`config.mk`:
```
export PLATFORM = sky130hd
export DESIGN_NAME = alu_iter_seq
export DESIGN_NICKNAME = d
export VERILOG_FILES = /design/src/rtl/alu_iter_seq.sv
export SDC_FILE = /design/constraint.sdc
export NUM_CORES = 1
export LEC_CHECK = 0
export BUFFER_PORTS_ARGS = -buffer_cell sky130_fd_sc_hd__buf_2
export CORE_MARGIN = 1
export CORE_UTILIZATION = 35
export DETAILED_ROUTE_END_ITERATION = 10
export MAX_ROUTING_LAYER = met4
export PLACE_DENSITY = 0.61
export SYNTH_ARGS = -nofsm -noshare
export SYNTH_HDL_FRONTEND = slang
export SYNTH_SLANG_ARGS = --single-unit
```
`constraint.sdc`:
```
create_clock -name clk -period 1.6 [get_ports clk]
set_clock_uncertainty 0.15 [all_clocks]
set_input_delay 0.32 -clock clk [delete_from_list [all_inputs] [get_ports clk]]
set_output_delay 0.32 -clock clk [all_outputs]
set_load 0.03 [all_outputs]
```
`src/rtl/alu_iter_seq.sv`:
```
// Iterative operand sequencer for the 8-bit ALU: latches A/B/mode/count on start,
// feeds ALU result back as the next A for count passes, then strobes done with the result.
module alu_iter_seq #(
  parameter int W     = 8,
  parameter int CNT_W = 4
) (
  input  logic             clk,
  input  logic             rst,
  input  logic             start,
  input  logic [W-1:0]     A_in,
  input  logic [W-1:0]     B_in,
  input  logic [1:0]       mode_in,
  input  logic [CNT_W-1:0] count,
  output logic [W-1:0]     alu_A,
  output logic [W-1:0]     alu_B,
  output logic [1:0]       alu_mode,
  input  logic [W-1:0]     alu_Y,
  output logic [W-1:0]     result,
  output logic             busy,
  output logic             done
);

  localparam logic [1:0] S_IDLE = 2'd0;
  localparam logic [1:0] S_EXEC = 2'd1;
  localparam logic [1:0] S_DONE = 2'd2;

  localparam logic [CNT_W-1:0] CNT_ZERO = {CNT_W{1'b0}};
  localparam logic [CNT_W-1:0] CNT_ONE  = {{(CNT_W-1){1'b0}}, 1'b1};

  logic [1:0]       state_q, state_d;
  logic [W-1:0]     acc_q, acc_d;
  logic [W-1:0]     b_q, b_d;
  logic [1:0]       mode_q, mode_d;
  logic [CNT_W-1:0] cnt_q, cnt_d;
  logic [W-1:0]     result_q, result_d;
  logic             busy_q, busy_d;
  logic             done_q, done_d;

  // Next-state and datapath update; busy/done are decoded from the next state so they are flops.
  always_comb begin
    state_d  = state_q;
    acc_d    = acc_q;
    b_d      = b_q;
    mode_d   = mode_q;
    cnt_d    = cnt_q;
    result_d = result_q;
    case (state_q)
      S_IDLE: begin
        if (start) begin
          acc_d  = A_in;
          b_d    = B_in;
          mode_d = mode_in;
          cnt_d  = count;
          if (count != CNT_ZERO) begin
            state_d = S_EXEC;
          end else begin
            // Zero-pass run: the operand itself is the answer.
            state_d  = S_DONE;
            result_d = A_in;
          end
        end else begin
          state_d = S_IDLE;
        end
      end
      S_EXEC: begin
        acc_d = alu_Y;
        cnt_d = cnt_q - CNT_ONE;
        if (cnt_q == CNT_ONE) begin
          result_d = alu_Y;
          state_d  = S_DONE;
        end else begin
          state_d = S_EXEC;
        end
      end
      S_DONE: begin
        state_d = S_IDLE;
      end
      default: begin
        state_d = S_IDLE;
      end
    endcase
    busy_d = (state_d == S_EXEC);
    done_d = (state_d == S_DONE);
  end

  // State and datapath registers; reset discards any partial run.
  always_ff @(posedge clk or posedge rst) begin
    if (rst) begin
      state_q  <= S_IDLE;
      acc_q    <= {W{1'b0}};
      b_q      <= {W{1'b0}};
      mode_q   <= 2'b00;
      cnt_q    <= CNT_ZERO;
      result_q <= {W{1'b0}};
      busy_q   <= 1'b0;
      done_q   <= 1'b0;
    end else begin
      state_q  <= state_d;
      acc_q    <= acc_d;
      b_q      <= b_d;
      mode_q   <= mode_d;
      cnt_q    <= cnt_d;
      result_q <= result_d;
      busy_q   <= busy_d;
      done_q   <= done_d;
    end
  end

  assign alu_A    = acc_q;
  assign alu_B    = b_q;
  assign alu_mode = mode_q;
  assign result   = result_q;
  assign busy     = busy_q;
  assign done     = done_q;

endmodule

```
### Yosys cells after proc, flatten, opt, wreduce, memory -nomap -nowiden

Cells that the tools add are included.

* bits of input ports: 33
* logic and storage cells: 34
* bits in registers: 34
* output and inout bits: 28

* equal/unequal tests: 7
* add/subtract/negate cells: 1
* mux-type cells: 12
* reduce and logical (&&, ||, !) cells: 6

Operators with widths (number)
* $mux 8: 4
* $pmux 8 s2: 2
* $pmux 4 s2: 1
* $mux 2: 3
* $ne 2x2->1 const B: 3
* $eq 2x1->1 const B: 2
* $eq 4x1->1 const B: 1
* $mux 4: 1
* $pmux 2 s2: 1
* $reduce_and 2->1: 2
* $reduce_and 4->1: 1
* $reduce_bool 4->1: 1
* $sub 4x1->4 const B: 1
* $eq 2x2->1 const B: 1
* $logic_not 2->1: 1
* $reduce_bool 2->1: 1

### Logic depth before layout (Yosys ltp)

Gate-level depths: netlist of run 1.

* depth after elaboration: 5
* depth in mapped cells: 6
* depth with buffers taken out: 5

### Least setup slack after synthesis of run 1

Ideal clock, no wire load.

* path kind: register to register
* start point: register cnt_q[1]
* end point: register result_q[1], in the netlist result[1]
* setup slack: -0.004 ns
* buffers on the path: 1
* stages on the path, launching flop included: 7
* clock period less this slack: 1.604 ns
* library setup time: 0.082 ns
* arrival time: 1.372 ns
* cells stage by stage: dfrtp_1 inv_1 ha_1 nor3b_1 clkbuf_1 a221oi_1 a31oi_1

* cells in the longest elaborated chain, start to end: 3

RTL lines
* start, declared: line 34 `logic [CNT_W-1:0] cnt_q, cnt_d;`
* start signal, assigned: line 102 `cnt_q <= cnt_d;`
* $eq 4x1->1: line 68 `if (cnt_q == CNT_ONE) begin`
* $ne 2x2->1 (no line)
* $reduce_and 4->1 (no line)
* end signal, assigned: line 94 `result_q <= {W{1'b0}};`
* end signal, assigned: line 103 `result_q <= result_d;`
* end, declared: line 35 `logic [W-1:0] result_q, result_d;`

No other way between the ends.
A chain may end at the register's enable or synchronous reset.

### Final worst setup path of run 1

* start point: register state_q[1]
* end point: register acc_q[4], in the netlist alu_A[4]

* cells in the longest elaborated chain, start to end: 3
* elaborated cells between the ends (all ways): 6

RTL lines
* start, declared: line 30 `logic [1:0] state_q, state_d;`
* start signal, assigned: line 98 `state_q <= state_d;`
* $eq 2x1->1 / $logic_not 2->1 (equally long branches): line 47 `case (state_q)`
* $reduce_bool 2->1 (no line) / $ne 2x2->1 (equally long branches)
* $reduce_and 2->1 (no line)
* end signal, assigned: line 90 `acc_q <= {W{1'b0}};`
* end, declared: line 31 `logic [W-1:0] acc_q, acc_d;`

Parallel ways exist; a longest one is shown, timed or not.

==> results of run 1 <==
timing repair:
action | CTS | global route
hold buffers | 1 | 0
pin swaps | 0 | 2
buffers inserted | 0 | 0
endpoints found under the setup margin | 8 | 15
hold endpoints to repair | 34 | 0
gates resized for setup | 1 | 8
synth_stat cells, types with 3 or more instances:
library cell / count / area, um^2
buf_2: 6 / 30.03
inv_1: 3 / 11.26
nand2_1: 38 / 142.6
a221oi_1: 8 / 70.07
nand2_2: 10 / 62.56
dfrtp_1: 34 / 850.8
o21ai_1: 7 / 35.03
a31oi_1: 9 / 56.30
mux2i_1: 8 / 80.08
logic make-up (layout without fill, tap and decap cells):
family / Yosys count / in the layout
simple gates: 58 / 58
buf+inv: 15 / 88
fa+ha+maj: 2 / 2
flops: 34 / 34
mux: 9 / 9
xor+xnor: 1 / 1
compound gates: 33 / 33
worst min path at each step:
stage / end / slack [ns] / cells past startpoint
2_1_floorplan: alu_B[0]$_DFFE_PP0P_ / 0.28 / 2
3_3_place_gp: cnt_q[3]$_DFFE_PP0P_ / 0.29 / 3
3_5_place_dp: alu_mode[0]$_DFFE_PP0P_ / 0.29 / 3
4_1_cts: alu_mode[1]$_DFFE_PP0P_ / 0.06 / 3
5_1_grt: alu_B[1]$_DFFE_PP0P_ / 0.08 / 3
6_report: alu_mode[1]$_DFFE_PP0P_ / 0.07 / 3
per-stage QoR:
stage	instances	TNS, ns	cell area (um^2)
3_5_place_dp	268	-0.4432	2011
5_1_grt	277	-0.1036	2200
4_1_cts	277	0	2168
3_3_place_gp	268	0	2011
6_report	277	0	2200
2_1_floorplan	152	0	1575
area by class of cell:
| cell class | count | area (um^2) | area share [%] |
|---|---|---|---|
| clock buffers | 6 | 82.58 | 3.754 |
| clock inverters | 2 | 60.06 | 2.730 |
| inverters | 3 | 11.26 | 0.5119 |
| multi-input cells | 103 | 674.4 | 30.66 |
| flip-flops and latches | 34 | 850.8 | 38.68 |
| well taps | 52 | 65.06 | 2.958 |
| repair buffers | 77 | 455.4 | 20.71 |
layer usage:
metal / GRT usage, % / vias up
met5: - / -
met4: 7.256 / 0
met3: 3.947 / 8
met2: 25.67 / 50
met1: 21.96 / 661
li1: - / 678
power groups by stage:
| stage | registers (mW) | logic [mW] | clock network [mW] |
|---|---|---|---|
| 2_1_floorplan | 2.21 | 1.05 | 0 |
| 3_3_place_gp | 1.55 | 2.50 | 0 |
| 3_5_place_dp | 1.55 | 2.54 | 0 |
| 4_1_cts | 1.54 | 2.54 | 0.998 |
| 5_1_grt | 1.61 | 2.82 | 1.03 |
| 6_report | 1.56 | 2.59 | 0.975 |
state kept, by name, indices dropped and copies added (netlist names):
| register | flops |
|---|---|
| alu_mode | 2 |
| alu_B | 8 |
| done | 1 |
| result | 8 |
| busy | 1 |
| alu_A | 8 |
| cnt_q | 4 |
| state_q | 2 |
tightest hold or removal path: stages:
cell	delay (ns)
buf_2	0.07
nand2_1	0.04
nand2_1	0.04
==> impl_metrics.tcl, run 1 <==
set metrics [dict create \
    avgSynthCellArea_um2 10.36 \
    fmax_ghz 0.6449 \
    critPathMaxFanout 19 \
    rrSetupSlack_ns 0.05 \
    crit_slowest_cell "or3b_4" \
    path_cells "or3b_4, buf_12, mux2i_2, o21ai_1" \
    vias 1397 \
    wl_met3_um 212 \
    rsz0062_at_grt "true" \
    gp_congestion 0.8458 \
    final_common_cell "buf_2" \
    synth_cells 152 \
    crit_family "simple AND/OR/NAND/NOR gates" \
    routed.top_layer "met4" \
    path_depth 4 \
    drc 0 \
    grt_use_total_pct 17.01 \
    crit_start "state_q[1]$_DFF_PP0_" \
    first_iter_violations 91 \
    die-area_mm2 0.004769 \
    finalCoreUtilization_pct 50.87 \
    nets 259 \
    setup-violations-final 0 \
    clock-sinks 34 \
    cp-start-kind "flip-flop" \
    p_seq_share_pct 30.4 \
    synth.yosys.warnings 0 \
    period_share_pct 96.92 \
    syn-num-nets 187 \
    combPwrFrac_pct 50.5 \
    layout_common_cells "buf_2 (60), nand2_1 (38), dfrtp_1 (34), buf_4 (14), nand2_2 (10)" \
    endpoint "alu_A[4]$_DFFE_PP0P_" \
    io_pins 61 \
    grt_overflow 0 \
    peakVddDrop_uv 1068 \
    fill_cells 405 \
    antenna_found_initial 0 \
    design.core.area_mm2 0.004324 \
    dp_slack_ns -0.06707 \
    timing.hold.ws_ns 0.06880 \
    grt_pass1_vias 1373 \
    power.share.clock_pct 19.0 \
    drt_first_pass_iters 4 \
    hp-class "in -> reg" \
    die_h_um 69.06 \
    cp.required_ns 1.63 \
    synth_top_family_by_area "simple AND/OR/NAND/NOR gates" \
    p_sw_mw 2.197 \
    cts_buffer_depth 2 \
    internal_power_mw 2.924 \
    holdCritStartpoint "mode_in[1]" \
    drive_gt1_share_pct 46.67 \
    synthFlopType "dfrtp_1" \
    grt_max_degree 35 \
    num_rows 24 \
    ff2ff_path_depth 4 \
    via_per_inst 5.043 \
    cp-end-kind "flip-flop" \
    yosys.area_share.simple_pct 17.49 \
    ant_nets 0 \
    yosys.area_share.xor_xnor_pct 0.5564 \
    cts_made_buffers 5 \
    htree_levels 2 \
    dp_hpwl_mm 2.669 \
    synth_edf_count 0 \
    synth.mux.area_fraction_pct 5.803 \
    area_growth_pct 39.75 \
    totalWireLength_mm 3.622 \
    final_period_minus_worst_setup_slack_ns 1.551 \
    hold_viol 0 \
    critPathBufInv 1 \
    cap_violations 0 \
    maxSlewHeadroom_pct 71.16 \
    powerDensity_mw_per_mm2 2328 \
    dieWidth_um 69.06 \
    drv_slew 0 \
    diodes 0 \
    async_flop_share_pct 100.0 \
    cts_tree "done" \
    cp.arrival_ns 1.58 \
    portBuffers 60 \
    dr_wl_met2_mm 1.681 \
    ys_types 31 \
    ys_ff_latch 34 \
    wl_per_cell_um 13.08 \
    grt_pass1_wl_mm 6.313 \
    clock_latency_ns 0.28 \
    synth_fa_ha_area_share_pct 1.590 \
    regToRegStartpoint "state_q[1]$_DFF_PP0_" \
    clock-root-buffer "clkbuf_8" \
    crit_type "reg -> reg" \
    tightest_slew_ns 0.4326 \
    power.total_mw 5.121 \
    slowest_delay_ns 0.44 \
    netlist_area_mm2 0.001574 \
    wl_met1_mm 1.660 \
    status "completed" \
    finalWorstSetupSlack_ns 0.04928 \
    r2r_end "alu_A[4]$_DFFE_PP0P_" \
    p_sw_share_pct 42.89 \
    leakage_nw 1.136 \
    initial_core_util_pct 36.40 \
    yosysSeqAreaShare_pct 54.05 \
    clkSlewWorstSetupHoldPaths_ns 0.07 \
    synth_compound_area_share_pct 14.55 \
]
Power figures use the tool's default switching activity.
==> run 2: changes to the inputs <==
Settings changed: CORE_UTILIZATION 35 to 43, PLACE_DENSITY 0.61 to 0.73.
==> run 2 against run 1 <==
Compared with the run above:
- final cell count is 2.2% lower
- highest routed layer unchanged
- fmax is 1.4% lower
- routed wire length is 2.9% higher
- clock power is 37% lower
- setup slack worse by 0.021 ns
- non-clock buffer count stayed put
- critical path depth is 1 lower
- sequential cell count stayed put
- power is 7.4% lower
- core utilization is 11 points higher
- first-iteration DRC count is 45% lower
- sequential power hardly changed
==> impl_metrics.tcl, run 2 (same netlist as run 1, synthesis figures left out) <==
set metrics [dict create \
    status "completed" \
    cts_buffer_depth 2 \
    period_share_pct 98.25 \
    cp.arrival_ns 1.64 \
    cp-start-kind "flip-flop" \
    hold_viol 0 \
    leakage_nw 1.104 \
    clock-root-buffer "clkbuf_4" \
    io_pins 61 \
    timing.hold.ws_ns 0.01672 \
    drive_gt1_share_pct 46.22 \
    cts_tree "done" \
    grt_max_degree 35 \
    drt_first_pass_iters 6 \
    setup-violations-final 0 \
    antenna_found_initial 0 \
    regToRegStartpoint "state_q[1]$_DFF_PP0_" \
    vias 1397 \
    design.core.area_mm2 0.003416 \
    nets 259 \
    drv_slew 0 \
    ant_nets 0 \
    cp-end-kind "flip-flop" \
    dieWidth_um 62.50 \
    area_growth_pct 34.34 \
    worst_hold_path.endpoint "alu_B[4]$_DFFE_PP0P_" \
    grt_overflow 0 \
    gp_congestion 0.7928 \
    clkSlewWorstSetupHoldPaths_ns 0.10 \
    powerDensity_mw_per_mm2 2243 \
    grt_pass1_vias 1320 \
    cap_violations 0 \
    tightest_slew_ns 0.4148 \
    setup_tns_ns 0 \
    rsz0062_at_grt "true" \
    first_iter_violations 50 \
    critPathMaxFanout 18 \
    clock_latency_ns 0.34 \
    diodes 0 \
    drc 0 \
    r2r_end "cnt_q[3]$_DFFE_PP0P_" \
    hp-class "in -> reg" \
    crit_type "reg -> reg" \
    dp_hpwl_mm 2.637 \
    portBuffers 60 \
    die_h_um 62.50 \
    fmax_ghz 0.6361 \
    rrSetupSlack_ns 0.03 \
    final_common_cell "buf_2" \
    whs_path_depth 3 \
    die-area_mm2 0.003906 \
    grt_pass1_wl_mm 6.279 \
    cts_made_buffers 5 \
    initial_core_util_pct 46.08 \
    num_rows 21 \
    via_per_inst 5.155 \
    clock-sinks 34 \
    grt_use_total_pct 21.11 \
    finalCoreUtilization_pct 61.90 \
    peakVddDrop_uv 1045 \
    layout_common_cells "buf_2 (60), nand2_1 (38), dfrtp_1 (33), buf_4 (14), nand2_2 (10)" \
    wl_per_cell_um 13.76 \
    holdCritStartpoint "B_in[4]" \
    cp.required_ns 1.67 \
    final_period_minus_worst_setup_slack_ns 1.572 \
    htree_levels 2 \
    totalWireLength_mm 3.728 \
    maxSlewHeadroom_pct 72.35 \
    ff2ff_path_depth 3 \
]
[run 2: critical path, stage by stage, from the launching register on]
cell and delay [ns]:
dfrtp_2 0.46, or3b_4 0.43, buf_12 0.17, o221a_1 0.24
[run 2: metal layers]
layer  vias to the layer above  wire length (um)  GRT usage (%)  share of wire, %
li1                        677                 -              -                 -
met1                       662              1710          29.17                46
met2                        52              1755          30.16                47
met3                         6               218          5.839               5.8
met4                         0                43          6.395               1.2
met5                         -                 0              -                 0
[run 2: per-stage QoR]
stage / instance area [um^2] / power (mW) / worst slack (ns) / std cells
floorplan: 1575 / 3.266 / 0.04035 / 152
global placement: 1961 / 3.948 / -0.06907 / 258
detailed placement: 1961 / 3.989 / -0.1392 / 258
CTS: 2059 / 4.633 / 0.01651 / 268
global route: 2115 / 5.067 / -0.04477 / 271
finish: 2115 / 4.744 / 0.02797 / 271
[run 2: power by group]
| part | switching, mW | internal, mW | total [mW] | leakage [nW] |
|---|---|---|---|---|
| Combinational | 1.63 | 0.944 | 2.58 | 0.657 |
| Clock | 0.283 | 0.331 | 0.614 | 0.0395 |
| Sequential | 0.275 | 1.28 | 1.55 | 0.407 |
| Total | 2.19 | 2.55 | 4.74 | 1.10 |
[run 2: worst max path at each step]
stage / from / endpoint / slack (ns) / cells after the start
after floorplan: state_q[0]$_DFF_PP0_ / alu_B[0]$_DFFE_PP0P_ / 0.04 / 6
after global routing: cnt_q[1]$_DFFE_PP0P_ / result[6]$_DFFE_PP0P_ / -0.04 / 5
after global placement: cnt_q[1]$_DFFE_PP0P_ / result[4]$_DFFE_PP0P_ / -0.07 / 5
after CTS: state_q[1]$_DFF_PP0_ / cnt_q[1]$_DFFE_PP0P_ / 0.02 / 4
final: state_q[1]$_DFF_PP0_ / cnt_q[3]$_DFFE_PP0P_ / 0.03 / 3
after detailed placement: cnt_q[1]$_DFFE_PP0P_ / result[1]$_DFFE_PP0P_ / -0.14 / 5
[run 2: layout make-up]
cell class                      count  area [um^2]
Fill cell                         299         1301
Sequential cell                    34        852.1
Multi-Input combinational cell    103        671.9
Timing Repair Buffer               77        446.7
Tap cell                           46        57.56
Clock buffer                        7        45.04
Clock inverter                      1        30.03
Inverter                            3        11.26
[run 2: what timing repair did]
| action | 4_1_cts | 5_1_grt |
|---|---|---|
| pin swaps | 0 | 1 |
| endpoints found under the setup margin | 9 | 17 |
| hold buffers | 1 | 0 |
| hold endpoints to repair | 34 | 0 |
| resized for setup | 2 | 8 |
| buffers inserted | 1 | 3 |
==> run 3: changes to the inputs <==
Settings changed: PLACE_DENSITY 0.73 to 0.76.
==> run 3 against run 2 <==
Compared with the run above:
- core utilization down 1.3 points
- register-to-register slack about the same
- fmax up 0.28%
- clock power down 30%
- sequential share of layout area up 0.82 points
- count of clock-buffer cells in the layout down 2
- power down 5.2%
- final cell count down 1.1%
- routed wire length down 4.1%
- hold slack better by 0.0012 ns
- combinational power down 2%
- highest routed layer unchanged
- critical endpoint unchanged
- cell area down 2.1%
==> impl_metrics.tcl, run 3 (same netlist as run 1, synthesis figures left out) <==
set metrics [dict create \
    via_per_inst 5.034 \
    powerDensity_mw_per_mm2 2172 \
    clkSlewWorstSetupHoldPaths_ns 0.10 \
    cp-start-kind "flip-flop" \
    portBuffers 60 \
    io_pins 61 \
    die-area_mm2 0.003906 \
    grt_overflow 0 \
    nets 257 \
    wl_per_cell_um 13.34 \
    peakVddDrop_uv 879.7 \
    critPathMaxFanout 24 \
    cts_tree "done" \
    drt_first_pass_iters 4 \
    antenna_found_initial 0 \
    clock-root-buffer "clkbuf_4" \
    gp_congestion 0.8149 \
    cp.arrival_ns 1.64 \
    regArea_um2 850.8 \
    diodes 0 \
    ant_nets 0 \
    multi_input_area_um2 671.9 \
    design.core.area_mm2 0.003416 \
    cp.required_ns 1.67 \
    hold_viol 0 \
    rrSetupSlack_ns 0.03 \
    grt_pass1_wl_mm 5.934 \
    crit_type "reg -> reg" \
    initial_core_util_pct 46.08 \
    setup_tns_ns 0 \
    final_period_minus_worst_setup_slack_ns 1.568 \
    drive_gt1_share_pct 45.05 \
    fill_cells 329 \
    dp_hpwl_mm 2.492 \
    fmax_ghz 0.6379 \
    grt_use_total_pct 20.19 \
    totalWireLength_mm 3.575 \
    num_rows 21 \
    maxSlewHeadroom_pct 71.98 \
    hp-class "in -> reg" \
    clock_latency_ns 0.33 \
    period_share_pct 97.98 \
    first_iter_violations 58 \
    setup-violations-final 0 \
    drc 0 \
    rsz0062_at_grt "true" \
    fin_cells 268 \
    clock-sinks 34 \
    drv_slew 0 \
    final_common_cell "buf_2" \
    tightest_slew_ns 0.4203 \
    grt_pass1_vias 1353 \
    die_h_um 62.50 \
    cap_violations 0 \
    finalCoreUtilization_pct 60.59 \
    layout_common_cells "buf_2 (60), nand2_1 (38), dfrtp_1 (34), buf_4 (12), nand2_2 (10)" \
    cts_made_buffers 5 \
    dieWidth_um 62.50 \
    cp-end-kind "flip-flop" \
    vias 1349 \
    grt_max_degree 35 \
    dp_cells 258 \
    leakage_nw 1.088 \
    area_growth_pct 31.48 \
    cts_buffer_depth 2 \
    status "completed" \
    htree_levels 2 \
]
run 3: cell types whose count changed in the layout (fill, tap and decap cells not counted), sizes merged:
| cell | delta |
|---|---|
| clkbuf | -2 |
| bufinv | -1 |
| dlygate4sd3 | +1 |
| clkinv | +2 |
| buf | -3 |
run 3: area by class of cell:
type,instances,area share (%)
sequential,34,41.11
clock buffer,5,1.814
tap,46,2.781
inverter,3,0.5441
clock inverter,2,0.4837
multi-input combinational,103,32.47
timing repair buffer,75,20.80
run 3: timing repair:
| item | 4_1_cts | 5_1_grt |
|---|---|---|
| setup endpoints to repair | 9 | 14 |
| gates resized for setup | 2 | 5 |
| gates cloned | 0 | 0 |
| setup buffers | 0 | 1 |
| endpoints found under the hold margin | 34 | 1 |
| hold buffers | 1 | 1 |
run 3: worst paths after layout:
path	end	cells after the start	startpoint
setup / recovery	cnt_q[3]$_DFFE_PP0P_	3	state_q[0]$_DFF_PP0_
hold / removal	alu_B[6]$_DFFE_PP0P_	3	B_in[6]
setup reg to reg	cnt_q[3]$_DFFE_PP0P_	3	state_q[0]$_DFF_PP0_
hold reg to reg	alu_mode[1]$_DFFE_PP0P_	2	alu_mode[1]$_DFFE_PP0P_
max in group asynchronous	result[0]$_DFFE_PP0P_	4	rst
min in group asynchronous	alu_B[6]$_DFFE_PP0P_	4	rst
run 3: routing by layer:
metal | GRT usage [%] | part of all wire, %
met4 | 9.884 | 1.1
met5 | - | 0
met1 | 25.30 | 47
met2 | 30.84 | 47
met3 | 4.562 | 4.7
run 3: worst max-delay path, stage by stage, from the launching register on:
cell     delay [ns]
dfrtp_1        0.44
or3b_4         0.42
buf_12         0.18
o221a_1        0.26
run 3: power by group:
group,switching (mW),leakage [nW],internal (mW)
combinational,1.61,0.649,0.906
clock,0.273,0.0308,0.158
sequential,0.271,0.408,1.28
run 3: stage by stage:
| stage | cell area, um^2 | hold slack [ns] | setup slack, ns | total power, mW |
|---|---|---|---|---|
| floorplan | 1575 | 0.2754 | 0.04035 | 3.266 |
| global placement | 1961 | 0.2821 | -0.01154 | 3.939 |
| detailed placement | 1961 | 0.2803 | -0.1437 | 3.986 |
| CTS | 2024 | 0.01181 | 0.01317 | 4.430 |
| global route | 2069 | 0.005479 | -0.02514 | 4.835 |
| finish | 2069 | 0.01789 | 0.03229 | 4.495 |
